[config.mk]
export PLATFORM = sky130hd
export DESIGN_NAME = mdio_register_bank
export DESIGN_NICKNAME = d
export VERILOG_FILES = /design/src/rtl/mdio_register_bank.sv
export SDC_FILE = /design/constraint.sdc
export NUM_CORES = 1
export LEC_CHECK = 0
export ABC_CLOCK_PERIOD_IN_PS = 4210
export BUFFER_PORTS_ARGS = -buffer_cell sky130_fd_sc_hd__buf_2
export CAP_MARGIN = 0
export CORE_MARGIN = 2
export CORE_UTILIZATION = 30
export CTS_BUF_LIST = sky130_fd_sc_hd__clkbuf_4
export CTS_CLUSTER_SIZE = 30
export DETAILED_ROUTE_END_ITERATION = 10
export PLACE_DENSITY = 0.47
export SLEW_MARGIN = 20
export SYNTH_ARGS = -nofsm -noshare
export SYNTH_HDL_FRONTEND = slang
export SYNTH_SLANG_ARGS = --single-unit
[constraint.sdc]
create_clock -name clk -period 4.21 [get_ports clk]
set_input_delay 0.842 -clock clk [delete_from_list [all_inputs] [get_ports clk]]
set_output_delay 0.842 -clock clk [all_outputs]
set_load 0.1 [all_outputs]
[src/rtl/mdio_register_bank.sv]
// Register bank fronting CHANNELS independent MDIO engines: per-channel command
// issue/track FSM with timeout, read-data capture, sticky W1C status and one interrupt.
module mdio_register_bank #(
  parameter int CHANNELS = 2,
  parameter int TIMEOUT  = 4096,
  parameter int AW       = $clog2(CHANNELS * 4)
) (
  input  logic                     clk,
  input  logic                     reset,
  input  logic [AW-1:0]            addr,
  input  logic                     wr_en,
  input  logic [31:0]              wr_data,
  input  logic                     rd_en,
  output logic [31:0]              rd_data,
  output logic                     rd_valid,
  output logic [CHANNELS-1:0]      cmd_valid,
  input  logic [CHANNELS-1:0]      cmd_ready,
  output logic [32*CHANNELS-1:0]   cmd_data,
  input  logic [CHANNELS-1:0]      rsp_valid,
  input  logic [16*CHANNELS-1:0]   rsp_data,
  output logic                     irq
);

  localparam int CW = $clog2(TIMEOUT);

  typedef enum logic [1:0] {IDLE, ISSUE, WAIT} state_t;

  logic [31:0]         a_ext;
  logic [1:0]          off;
  logic [31:0]         rd_word [CHANNELS];
  logic [CHANNELS-1:0] irq_src;
  logic [31:0]         rd_next;

  // Zero-extending first keeps decode valid even when AW is only 2 bits wide.
  assign a_ext = 32'(addr);
  assign off   = a_ext[1:0];

  for (genvar c = 0; c < CHANNELS; c++) begin : g_ch
    state_t       state;
    logic         cv;
    logic [31:0]  word;
    logic [15:0]  rdata;
    logic         rxv;
    logic         done;
    logic         ovr;
    logic         tmo;
    logic [2:0]   en;
    logic [CW-1:0] cnt;

    logic wr_hit, rd_hit, cmd_wr, st_wr, en_wr, rd_rdata;
    logic rsp_take, rd_rsp, to_hit, idle;

    assign wr_hit   = wr_en && (a_ext[31:2] == 30'(c));
    assign rd_hit   = rd_en && (a_ext[31:2] == 30'(c));
    assign cmd_wr   = wr_hit && (off == 2'd0);
    assign st_wr    = wr_hit && (off == 2'd2);
    assign en_wr    = wr_hit && (off == 2'd3);
    assign rd_rdata = rd_hit && (off == 2'd1);
    assign idle     = (state == IDLE);
    assign rsp_take = (state == WAIT) && rsp_valid[c];
    assign rd_rsp   = rsp_take && (word[29:28] == 2'b10);
    assign to_hit   = (state == WAIT) && !rsp_valid[c] && (cnt == CW'(TIMEOUT - 1));

    always_ff @(posedge clk or negedge reset) begin
      if (!reset) begin
        state <= IDLE;
        cv    <= 1'b0;
        word  <= '0;
        rdata <= '0;
        rxv   <= 1'b0;
        done  <= 1'b0;
        ovr   <= 1'b0;
        tmo   <= 1'b0;
        en    <= '0;
        cnt   <= '0;
      end else begin
        case (state)
          IDLE: if (cmd_wr) begin
            state <= ISSUE;
            word  <= wr_data;
            cv    <= 1'b1;
          end
          ISSUE: if (cmd_ready[c]) begin
            state <= WAIT;
            cnt   <= '0;
            cv    <= 1'b0;
          end
          WAIT: begin
            if (rsp_valid[c] || to_hit) state <= IDLE;
            else                        cnt   <= cnt + 1'b1;
          end
          default: begin
            state <= IDLE;
            cv    <= 1'b0;
          end
        endcase
        if (rd_rsp) rdata <= rsp_data[16*c +: 16];
        if (en_wr)  en    <= wr_data[5:3];
        // Hardware sets are OR-ed in after the clear so a same-cycle set always wins.
        rxv  <= (rxv  && !rd_rdata) || rd_rsp;
        done <= (done && !(st_wr && wr_data[3])) || rsp_take;
        ovr  <= (ovr  && !(st_wr && wr_data[4])) || (cmd_wr && !idle) || (rd_rsp && rxv);
        tmo  <= (tmo  && !(st_wr && wr_data[5])) || to_hit;
      end
    end

    assign cmd_valid[c]          = cv;
    assign cmd_data[32*c +: 32]  = word;
    assign irq_src[c]            = |({tmo, ovr, done} & en);

    always_comb begin
      rd_word[c] = '0;
      case (off)
        2'd1:    rd_word[c] = {16'd0, rdata};
        2'd2:    rd_word[c] = {26'd0, tmo, ovr, done, !idle, rxv, idle};
        2'd3:    rd_word[c] = {26'd0, en, 3'd0};
        default: rd_word[c] = '0;
      endcase
    end
  end

  always_comb begin
    rd_next = '0;
    for (int unsigned c = 0; c < CHANNELS; c++) begin
      if (a_ext[31:2] == 30'(c)) rd_next = rd_word[c];
    end
  end

  always_ff @(posedge clk or negedge reset) begin
    if (!reset) begin
      rd_data  <= '0;
      rd_valid <= 1'b0;
      irq      <= 1'b0;
    end else begin
      rd_data  <= rd_en ? rd_next : '0;
      rd_valid <= rd_en;
      irq      <= |irq_src;
    end
  end

endmodule

==> metrics.txt <==
Worst Path Arrival=3.00 ns; pre-CTS WS=1.258 ns; WL/cell=16.63 um; NumNets Final=751; worst-skew pair later-pin latency=0.55 ns; MaxCap Viol Count=0; synth unique cells=57; Tcrit/Tclk final=61.07%; Die ar.=23830 sq um; H-tree depth=4; synth warn=0; sequential area share after synthesis=58.29%; post-CTS sizing=0; initial core utilization=30.23%; final WL=16.13 mm; RSZ-0062 raised after global routing=no; synth top area cells=dfrtp_1 58%, mux2_2 13%, mux2_1 5.3%; measured slew at the worst slew-check pin=1.040 ns; Setup WS post-layout=1.639 ns; core footprint=22430 sq um; synthesized area=6783 sq um; Final Hold Viols=0; placed wire-length estimate=11.35 mm; global-route wire length before repair=25.97 mm; vias in the first global route=4885; fraction of registers with async set/reset=100.0%; Boundary Pins=175; status=finished, final reports clean; Post-synth EDFFs=0; GRT Util Overall=13.88%; IO buf count=158; initial antenna violation count=1; number of synthesized register bits=158; Syn Inst Count=520; gr ovfl total=0; ant diodes=0; CTS sink count=158; fin util=36.06%; via/cell ratio=4.857; drt drc=0; clk buf depth=2; max-slew violation count=0; startpoint types=register; Pre-Repair DR Iteration Count=4; worst vdd ir=520.7 uV; DR iter-0 viols=189; CTS Buf Count=17; Top FF cell, synth=dfrtp_1; synth cell count leaders=158 x dfrtp_1, 78 x mux2_2, 32 x mux2_1; Worst Setup End Kind=register; Final Skew=0.01691 ns; Max-slew headroom=30.59%; fin crit period=2.571 ns; setup bufs post-CTS=0; Root Driver=clkbuf_4; pin count of the biggest net entering global routing=71; register-to-register setup slack=1.64 ns; Hold Buf Count CTS=0; RR Startpoint=g_ch[1].state[1]$_DFFE_PN0P_; Crit. Startpoint=g_ch[1].state[1]$_DFFE_PN0P_; die height=154.4 um; Synth Area per Inst=13.04 sq um; setup TNS=0 ns; # setup viols final=0; CTS clk-pin slew, worst paths=0.12 ns; Crit Path Max Fanout=18; num rows=55; Antenna Nets Post-Route=0; routability congestion estimate=0.7756; Synth top area share=58.29%; layout cell share with drive strength beyond 1=40.15%; chip width=154.4 um; CTS tree=done; WP data required=4.64 ns; most common cell in the netlist=dfrtp_1; HP Class=in -> async; vias=4711; FMAX=0.3890 GHz; Power Dens Cells=648.8 nW/um^2; Yosys top cell by area=dfrtp_1; WS Path Type=reg -> reg; Leak=3.855 nW; area grow syn2layout=19.26%
==> cells by family (layout without fill, tap and decap cells) <==
logic type / Yosys count / after routing / synth area share [%]
other: 1 / 16 / 0.05529
DFF: 158 / 158 / 58.29
muxes: 118 / 118 / 19.44
adders and majority gates: 2 / 2 / 0.3689
and+or+nand+nor: 112 / 112 / 8.984
AOI/OAI and AO/OA: 76 / 76 / 8.264
xor gates and xnor gates: 1 / 1 / 0.1292
buffers and inverters: 52 / 202 / 4.464
==> sequential cells by signal, indices dropped and copies added, names as in the netlist <==
signal / count
g_ch.word: 64
g_ch.rdata: 32
g_ch.cnt: 24
rd_data: 16
g_ch.en: 6
g_ch.state: 4
g_ch.cv: 2
g_ch.done: 2
g_ch.ovr: 2
g_ch.rxv: 2
g_ch.tmo: 2
irq: 1
rd_valid: 1
==> cell usage in the layout, fill, tap and decap left out, drive strengths merged, types with 4 or more instances in the layout <==
cell type | synthesis | final
mux2i | 8 | 8
o21ai | 13 | 13
clkbuf | 13 | 19
bufinv | 0 | 4
nand4 | 6 | 6
dfrtp | 158 | 158
or3 | 5 | 5
nand2 | 31 | 31
a31oi | 6 | 6
a221o | 5 | 5
nor2 | 20 | 20
a22o | 15 | 15
nand3 | 9 | 9
nor3 | 7 | 7
clkinv | 0 | 6
conb | 1 | 16
buf | 31 | 164
inv | 8 | 8
a211oi | 4 | 4
a22oi | 8 | 8
a21oi | 7 | 7
nor4 | 6 | 6
mux2 | 110 | 110
==> where the power goes <==
part           leakage [nW]  internal [mW]  total (mW)  switching [mW]
clock                 0.168          0.478        1.01           0.528
sequential             2.02           1.86        2.08           0.216
combinational          1.67          0.419        2.17            1.75
total                  3.86           2.76        5.25            2.49
==> through the flow <==
step	hold WS, ns	cell area [sq um]	instances	total power [mW]
3_3_place_gp	0.4696	7777	940	4.260
5_1_grt	0.2532	8089	970	5.506
6_report	0.2896	8089	970	5.248
3_5_place_dp	0.4762	7777	940	4.291
4_1_cts	0.2779	8089	970	5.312
2_1_floorplan	0.4486	6839	535	3.873
==> layout make-up <==
type	count	area, sq um
Tap cell	285	356.6
Clock inverter	11	168.9
Clock buffer	19	142.6
Fill cell	2240	14350
Inverter	8	30.03
Sequential cell	158	3954
Multi-Input combinational cell	325	2582
Timing Repair Buffer	164	854.6
==> path summary, 6_finish.rpt <==
check                                                to  depth (start not counted)
max                        g_ch[1].rdata[9]$_DFFE_PN0P_                          3
min                        g_ch[0].word[17]$_DFFE_PN0P_                          1
max reg2reg                g_ch[1].rdata[9]$_DFFE_PN0P_                          3
min reg2reg                       rd_data[14]$_DFF_PN0_                          1
max in group asynchronous  g_ch[0].rdata[3]$_DFFE_PN0P_                          2
min in group clk                     rd_valid$_DFF_PN0_                          1
==> worst max-delay path: stages (launching register included) <==
cell and delay [ns]:
dfrtp_1 0.47, nor2b_1 0.58, and4b_1 0.99, mux2_2 0.42
==> layer usage <==
| layer | up-vias | routed length (um) | track usage, % |
|---|---|---|---|
| met3 | 17 | 1323 | 5.744 |
| met1 | 2365 | 7268 | 18.06 |
| met2 | 159 | 7310 | 21.50 |
| met4 | 2 | 211 | 3.660 |
| met5 | - | 13 | 0 |
| li1 | 2168 | - | - |
Note: power is estimated with default switching activity, not from simulation.
